## config.mk

```make
export PLATFORM = sky130hd
export DESIGN_NAME = pvt_scan_ctrl
export DESIGN_NICKNAME = d
export VERILOG_FILES = /design/src/rtl/pvt_scan_ctrl.sv
export SDC_FILE = /design/constraint.sdc
export NUM_CORES = 1
export LEC_CHECK = 0
export CORE_ASPECT_RATIO = 0.5
export CORE_UTILIZATION = 55
export CTS_CLUSTER_DIAMETER = 50
export CTS_CLUSTER_SIZE = 24
export DETAILED_ROUTE_END_ITERATION = 16
export PLACE_DENSITY = 0.75
export SLEW_MARGIN = 40
export SYNTH_ARGS = -nofsm -noshare
export SYNTH_HDL_FRONTEND = slang
export SYNTH_SLANG_ARGS = --single-unit
```

## constraint.sdc

```tcl
create_clock -name clk -period 5.5 [get_ports clk]
set_clock_uncertainty 0.05 [all_clocks]
set_input_delay 0.55 -clock clk [delete_from_list [all_inputs] [get_ports clk]]
set_output_delay 0.55 -clock clk [all_outputs]
set_load 0.005 [all_outputs]
```

## src/rtl/pvt_scan_ctrl.sv

```systemverilog
// Scan controller for the ring-oscillator process sensor: steps one shared sensor
// through the masked channels and keeps a per-channel result bank for host readback.
//
// state | meaning
// IDLE  | waiting for start
// SEEK  | find lowest masked channel >= pointer
// ARM   | ps_en pulse to the sensor, timeout counter cleared
// WAIT  | waiting for ps_valid rising edge or timeout
// STORE | write ps_data into result bank
// DONE  | end of pass, done pulse
module pvt_scan_ctrl #(
    parameter int NCH       = 16,
    parameter int TO_MARGIN = 16,
    parameter int TO_W      = 12
) (
    input  logic              clk,
    input  logic              rstn,
    input  logic              start,
    input  logic              stop,
    input  logic [NCH-1:0]    ch_mask,
    input  logic [9:0]        win,
    input  logic              continuous,
    output logic              busy,
    output logic              done,
    output logic [NCH-1:0]    res_vld,
    output logic [NCH-1:0]    res_err,
    input  logic [3:0]        rd_addr,
    output logic [15:0]       rd_data,
    output logic              ps_en,
    output logic [3:0]        ps_sel,
    output logic [9:0]        ps_count,
    input  logic              ps_valid,
    input  logic [15:0]       ps_data
);
    localparam logic [2:0] S_IDLE  = 3'd0;
    localparam logic [2:0] S_SEEK  = 3'd1;
    localparam logic [2:0] S_ARM   = 3'd2;
    localparam logic [2:0] S_WAIT  = 3'd3;
    localparam logic [2:0] S_STORE = 3'd4;
    localparam logic [2:0] S_DONE  = 3'd5;

    logic [2:0]      state_q, state_d;
    logic [4:0]      ptr_q, ptr_d;
    logic [NCH-1:0]  mask_q, mask_d;
    logic            cont_q, cont_d;
    logic [TO_W-1:0] to_q, to_d;
    logic            ps_en_q, ps_en_d;
    logic [3:0]      ps_sel_q, ps_sel_d;
    logic [9:0]      ps_count_q, ps_count_d;
    logic            ps_valid_q;
    logic [NCH-1:0]  vld_q, vld_d;
    logic [NCH-1:0]  err_q, err_d;
    // Bank is always 16 deep; entries at or above NCH are never written and read as 0.
    logic [15:0]     res_q [16];
    logic            res_we;
    logic [15:0]     res_wdata;

    logic            seek_hit;
    logic [3:0]      seek_idx;
    logic [4:0]      ptr_next;
    logic [TO_W-1:0] to_inc;
    logic [TO_W-1:0] to_limit;
    logic            valid_rise;

    assign ptr_next   = {1'b0, ps_sel_q} + 5'd1;
    assign to_inc     = to_q + TO_W'(1);
    assign to_limit   = TO_W'(ps_count_q) + TO_W'(TO_MARGIN);
    assign valid_rise = ps_valid & ~ps_valid_q;

    always_comb begin
        seek_hit = 1'b0;
        seek_idx = '0;
        for (int i = NCH - 1; i >= 0; i--) begin
            if (mask_q[i] && (5'(i) >= ptr_q)) begin
                seek_hit = 1'b1;
                seek_idx = 4'(i);
            end
        end
    end

    always_comb begin
        state_d    = state_q;
        ptr_d      = ptr_q;
        mask_d     = mask_q;
        cont_d     = cont_q;
        to_d       = to_q;
        ps_en_d    = 1'b0;
        ps_sel_d   = ps_sel_q;
        ps_count_d = ps_count_q;
        vld_d      = vld_q;
        err_d      = err_q;
        res_we     = 1'b0;
        res_wdata  = ps_data;
        case (state_q)
            S_IDLE: begin
                if (start && !stop) begin
                    mask_d     = ch_mask;
                    ps_count_d = win;
                    cont_d     = continuous;
                    vld_d      = vld_q & ~ch_mask;
                    err_d      = err_q & ~ch_mask;
                    ptr_d      = '0;
                    state_d    = S_SEEK;
                end
            end
            S_SEEK: begin
                if (seek_hit) begin
                    ps_sel_d = seek_idx;
                    ps_en_d  = 1'b1;
                    state_d  = S_ARM;
                end else begin
                    state_d = S_DONE;
                end
            end
            S_ARM: begin
                to_d    = '0;
                state_d = S_WAIT;
            end
            S_WAIT: begin
                to_d = to_inc;
                if (valid_rise) begin
                    state_d = S_STORE;
                end else if (to_inc == to_limit) begin
                    err_d[ps_sel_q] = 1'b1;
                    res_we          = 1'b1;
                    res_wdata       = 16'hFFFF;
                    ptr_d           = ptr_next;
                    state_d         = S_SEEK;
                end
            end
            S_STORE: begin
                res_we          = 1'b1;
                vld_d[ps_sel_q] = 1'b1;
                ptr_d           = ptr_next;
                state_d         = S_SEEK;
            end
            S_DONE: begin
                if (cont_q) begin
                    ptr_d   = '0;
                    vld_d   = vld_q & ~mask_q;
                    err_d   = err_q & ~mask_q;
                    state_d = S_SEEK;
                end else begin
                    state_d = S_IDLE;
                end
            end
            default: state_d = S_IDLE;
        endcase
        // Abort keeps everything already captured; nothing from this cycle lands.
        if (stop && (state_q != S_IDLE)) begin
            state_d = S_IDLE;
            ps_en_d = 1'b0;
            res_we  = 1'b0;
            vld_d   = vld_q;
            err_d   = err_q;
        end
    end

    always_ff @(posedge clk or negedge rstn) begin
        if (!rstn) begin
            state_q    <= S_IDLE;
            ptr_q      <= '0;
            mask_q     <= '0;
            cont_q     <= 1'b0;
            to_q       <= '0;
            ps_en_q    <= 1'b0;
            ps_sel_q   <= '0;
            ps_count_q <= '0;
            ps_valid_q <= 1'b0;
            vld_q      <= '0;
            err_q      <= '0;
            for (int i = 0; i < 16; i++) res_q[i] <= '0;
        end else begin
            state_q    <= state_d;
            ptr_q      <= ptr_d;
            mask_q     <= mask_d;
            cont_q     <= cont_d;
            to_q       <= to_d;
            ps_en_q    <= ps_en_d;
            ps_sel_q   <= ps_sel_d;
            ps_count_q <= ps_count_d;
            ps_valid_q <= ps_valid;
            vld_q      <= vld_d;
            err_q      <= err_d;
            if (res_we) res_q[ps_sel_q] <= res_wdata;
        end
    end

    assign busy     = (state_q != S_IDLE);
    assign done     = (state_q == S_DONE);
    assign res_vld  = vld_q;
    assign res_err  = err_q;
    assign rd_data  = res_q[rd_addr];
    assign ps_en    = ps_en_q;
    assign ps_sel   = ps_sel_q;
    assign ps_count = ps_count_q;
endmodule

```

---- After elaboration in Yosys (flattened, before gate mapping) ----
Cells that the tools add are included.
cells by class
  multiplexer cells ....................... 71
  add/subtract/negate cells ............... 3
  order comparisons ....................... 21
  bitwise logic cells ..................... 13
  reductions and logical operators ........ 33
  equal/unequal tests ..................... 12
operators with widths
  cell                     count
  $bwmux W256              1
  $mux W16                 12
  $pmux W16 S3             2
  $and A16 B16 Y16         4
  $bmux W16 S4             1
  $demux W16 S4            1
  $mux W4                  16
  $ge A4 B5 Y1 const A     8
  $not A16 Y16             2
  $or A16 B16 Y16          2
  $mux W1                  24
  $pmux W12 S2             1
  $ge A3 B5 Y1 const A     4
  $logic_and A1 B1 Y1      20
  $mux W5                  4
  $pmux W5 S4              1
  $pmux W3 S6              1
  $mux W3                  5
  $add A12 B1 Y12 const B  1
  $eq A12 B11 Y1           1
  $add A10 B5 Y11 const B  1
  $ge A1 B5 Y1 const A     2
  $ge A2 B5 Y1 const A     2
  $ge A5 B5 Y1 const B     2
  25 further kinds         35
word-level totals
  logic and storage cells ................. 180
  bits of input ports ..................... 52
  output and inout bits ................... 65
  register bits after elaboration ......... 341

---- Longest topological paths before layout ----
  depth in word-level cells ............... 21
  gate-level depth with buffers ........... 12
  gate-level depth less buffers ........... 8

---- Least setup slack after synthesis ----
Ideal clock, no wire load.
  path kind ............................... in2out
  start point ............................. input port rd_addr[0]
  end point ............................... output port rd_data[0]
  data required time ...................... 4.900 ns
  arrival ................................. 2.499 ns
  path slack .............................. 2.401 ns
  cell stages on the path ................. 4
  buffers on the path ..................... 2
  cell sequence ........................... clkbuf_1 buf_1 mux4_2 mux4_2
on the way
  word-level cells in the longest chain between the ends .. 4
ends and longest elaborated chain
  what                                          line  source
  start: declaration                            27    input logic [3:0] rd_addr,
  $not A4 Y5 (not written as such)              193   assign rd_data = res_q[rd_addr];
  $bmux W16 S4                                  193
  $mux W16 (not written as such) (2 in series)  193
  end: declaration                              28    output logic [15:0] rd_data,
No other way between the ends. The select of a mux whose other input is x is not followed.

---- Worst setup path in the final report ----
  start point ............................. register ps_count_q[4], in the netlist ps_count[4]
  end point ............................... register res_q[61] (netlist bit)
on the way
  word-level cells in the longest chain between the ends .. 6
  elaborated cells between the ends (all ways) .. 10
  those cells by class .................... add/sub (1); eq/ne (1); mux (8)
ends and longest elaborated chain
  what                                            line      source
  start: declaration                              49        logic [9:0] ps_count_q, ps_count_d;
  start signal: assignment                        181       ps_count_q <= ps_count_d;
  $add A10 B5 Y11 (*)                             67        assign to_limit = TO_W'(ps_count_q) + TO_W'(TO_MARGIN);
  $eq A12 B11 Y1 (*)                              123       end else if (to_inc == to_limit) begin
  $mux W1 / $mux W16 (equally long branches)      123
  $mux W1 / $mux W16 (equally long branches)      121       if (valid_rise) begin
  $pmux W1 S2 / $mux W16 (equally long branches)  94        case (state_q)
  $mux W1 / $bwmux W256 (equally long branches)   150, 185
  end signal: indexed assignment                  185       if (res_we) res_q[ps_sel_q] <= res_wdata;
  end: declaration                                54        logic [15:0] res_q [16];
Mark *: on every way between the ends. The rest lies on a longest branch, timed or not.
A chain may end at the register's enable or synchronous reset.

==> results.yml <==
run_status:
  status: "finished clean"
global_routing:
  grt_max_degree: 127
  grt_pass1_vias: 14235
  grt_pass1_wl_mm: 79.2
  antenna_found_initial: 0
  gr-total-overflow: 0
  grt_use_total_pct: 29.7
die:
  rows: 46
  die_area_sq_um: 34100
  die_w_microns: 260
  start_util_pct: 56.9
  ios: 117
  core_sq_um: 32200
  die_height_microns: 131
worst_setup_path:
  r2r_slack_ns: 1.96
  crit_required_ns: 5.93
  crit_path_start: "ps_count[4]"
  cp-end-kind: "flip-flop"
  critPathKind: "reg2reg"
  worstSetupStartpointType: "flip-flop"
  rr_startpoint: "ps_count[4]"
  cp.arrival_ns: 3.97
  crit_fanout: 118
cts:
  numCtsBuffers: 22
  cts_root_buffer: "clkbuf_16"
  path_clk_slew_ns: 0.10
  post-cts-setup-buffers: 0
  clock-sinks: 341
  cts_tree: "yes"
  cts.htree.levels: 1
  insertion_delay_ns: 0.56
  clockBufferDepth: 3
synthesis:
  synthCells: 2011
  yosys_warnings: 0
  syn_nets: 2069
  synth_common_cells: "dfrtp_1 (341), nand2_1 (289), nor2_1 (281)"
  synthTopCellsByArea: "dfrtp_1 (47%), mux4_2 (9.8%), a21oi_1 (7.6%)"
  synth_top_area_cell: "dfrtp_1"
  synth-seq-area-share_pct: 46.5
  synth_top_area_share_pct: 46.5
  yosys_register_bits: 341
  ys_types: 70
  synth-main-ff-cell: "dfrtp_1"
  avgSynthCellArea_sq_um: 9.12
  syn_area_sq_um: 18300
  synth-edff-count: 0
  async_flop_share_pct: 100
  synth.most_common_cell: "dfrtp_1"
sta:
  grt_setup_unrepaired: "false"
  fin_crit_sh_pct: 64.4
  fin_crit_ns: 3.54
  fin_tns_setup_ns: 0
  setup_viol: 0
  hold_viol: 0
  maxSlewHeadroom_pct: 43.2
  fmax_mhz: 282
  worstMarginPinSlew_ns: 0.852
  finalMaxSlewViolations: 0
power_and_ir_drop:
  clockPowerShare_pct: 31.3
  p_int_mw: 4.08
  p_seq_share_pct: 45.9
  peakVddDrop_mv: 0.329
  power.switching_mw: 2.03
  p_sw_share_pct: 33.2
  leakagePower_nw: 7.93
  powerDensity_nw_per_um2: 300
  p_comb_share_pct: 22.8
min_path:
  hp-start: "ps_valid"
  hp-class: "in2reg"
placed_design:
  routabilityCongestion: 0.890
  io_buffers: 116
  dp_hpwl_mm: 30.1
  dp_cells: 2410
detailed_routing:
  met2_length_mm: 22.6
  routed.top_layer: "met4"
  antenna_left: 0
  route.detailed.drc: 0
  wl_mm: 49.9
  wl_met1_mm: 22.1
  wire_per_inst_microns: 20.4
  viasPerCell: 6.15
  drtPass1Iterations: 5
  wl_met3_mm: 3.77
  via_count: 15083
  drtIter0Drc: 1837
flow_run:
  cap_violations: 0
layout:
  antennaDiodeCount: 0
  multi_input_area_sq_um: 9010
  fillers: 2613
  final_cells: 2451
  drive_gt1_share_pct: 11.2
  areaGrowthSynthToFinish_pct: 11.2
  nNetsFinal: 2061
  regArea_sq_um: 8530
## cell type report
cell class / instances / area share [%]
Clock inverter: 13 / 0.933
Multi-Input combinational cell: 1480 / 44.2
Tap cell: 432 / 2.65
Clock buffer: 27 / 2.99
Sequential cell: 341 / 41.8
Timing Repair Buffer: 150 / 7.24
Inverter: 8 / 0.147
## path summary, 6_finish.rpt
| check | end | depth (start not counted) |
|---|---|---|
| setup / recovery | res_q[61] | 10 |
| hold / removal | ps_valid_q | 1 |
| setup reg to reg | res_q[61] | 10 |
| hold reg to reg | res_q[82] | 2 |
| max in group asynchronous | res_q[145] | 3 |
| min in group asynchronous | res_q[189] | 2 |
## critical path: stages, from the launching register on
cell	delay, ns
dfrtp_1	0.47
ha_1	0.27
nand3_1	0.19
o21ai_0	0.32
a21oi_1	0.11
nor4_1	0.23
o211a_2	0.22
buf_4	0.32
nand2_8	0.48
buf_12	0.43
a21oi_1	0.25
## power by group through the flow
stage	Combinational [mW]	Sequential [mW]	Clock, mW
after floorplan	0.927	2.77	0
after global placement	1.34	2.84	0
after detailed placement	1.37	2.85	0
after CTS	1.38	2.80	1.95
after global routing	1.53	2.83	2.04
final	1.39	2.81	1.91
## timing repair
| item | 4_1_cts | 5_1_grt |
|---|---|---|
| hold buffers | 1 | 0 |
| gates resized for setup | 0 | 0 |
| hold endpoints to repair | 80 | 0 |
## kinds of logic after synthesis
group | Yosys count | synth area share (%)
AO/OA/AOI/OAI | 615 | 17.8
XOR/XNOR | 17 | 0.887
adder cells (fa/ha/maj) | 6 | 0.410
buffers and inverters | 190 | 4.66
flip-flops | 341 | 46.5
multiplexers | 147 | 13.7
AND/OR/NAND/NOR | 695 | 16.0
## layer usage
layer | GRT usage (%) | vias to the layer above
met5 | 0 | -
met4 | 8.77 | 0
met3 | 5.52 | 91
met2 | 46.1 | 589
met1 | 43.1 | 7398
li1 | - | 7005
## through the flow
step	cell area (sq um)	total power [mW]	setup slack, ns	hold slack, ns	utilization (%)
2_1_floorplan	18300	3.69	2.40	0.204	-
5_1_grt	20400	6.40	1.62	0.418	63.3
3_5_place_dp	19600	4.22	1.93	0.427	60.7
3_3_place_gp	19500	4.19	1.74	0.422	60.5
6_report	20400	6.11	1.96	0.410	63.3
4_1_cts	20400	6.13	1.93	0.398	63.2
## flip-flops by register name, summed over array words and instances, names as in the netlist
signal      cells
cont_q          1
mask_q         16
ps_count       10
ps_en           1
ps_sel          4
ps_valid_q      1
ptr_q           5
res_err        16
res_q         256
res_vld        16
state_q         3
to_q           12
## placed cells by master (no fill, tap or decap), drive strengths merged, types with 6 or more instances in the layout
cell and instances:
o22ai 17, inv 11, a21oi 279, mux4 80, xnor2 11, and3 7, dfrtp 341, nand2 290
clkdlybuf4s50 112, nor2b 11, nor2 282, ha 6, buf 37, clkinv 7, o21ai 274, and2 12
mux2i 33, mux2 34, nand3 51, a22o 11, clkbuf 27, nor3 7
(Power assumes the default switching activity.)
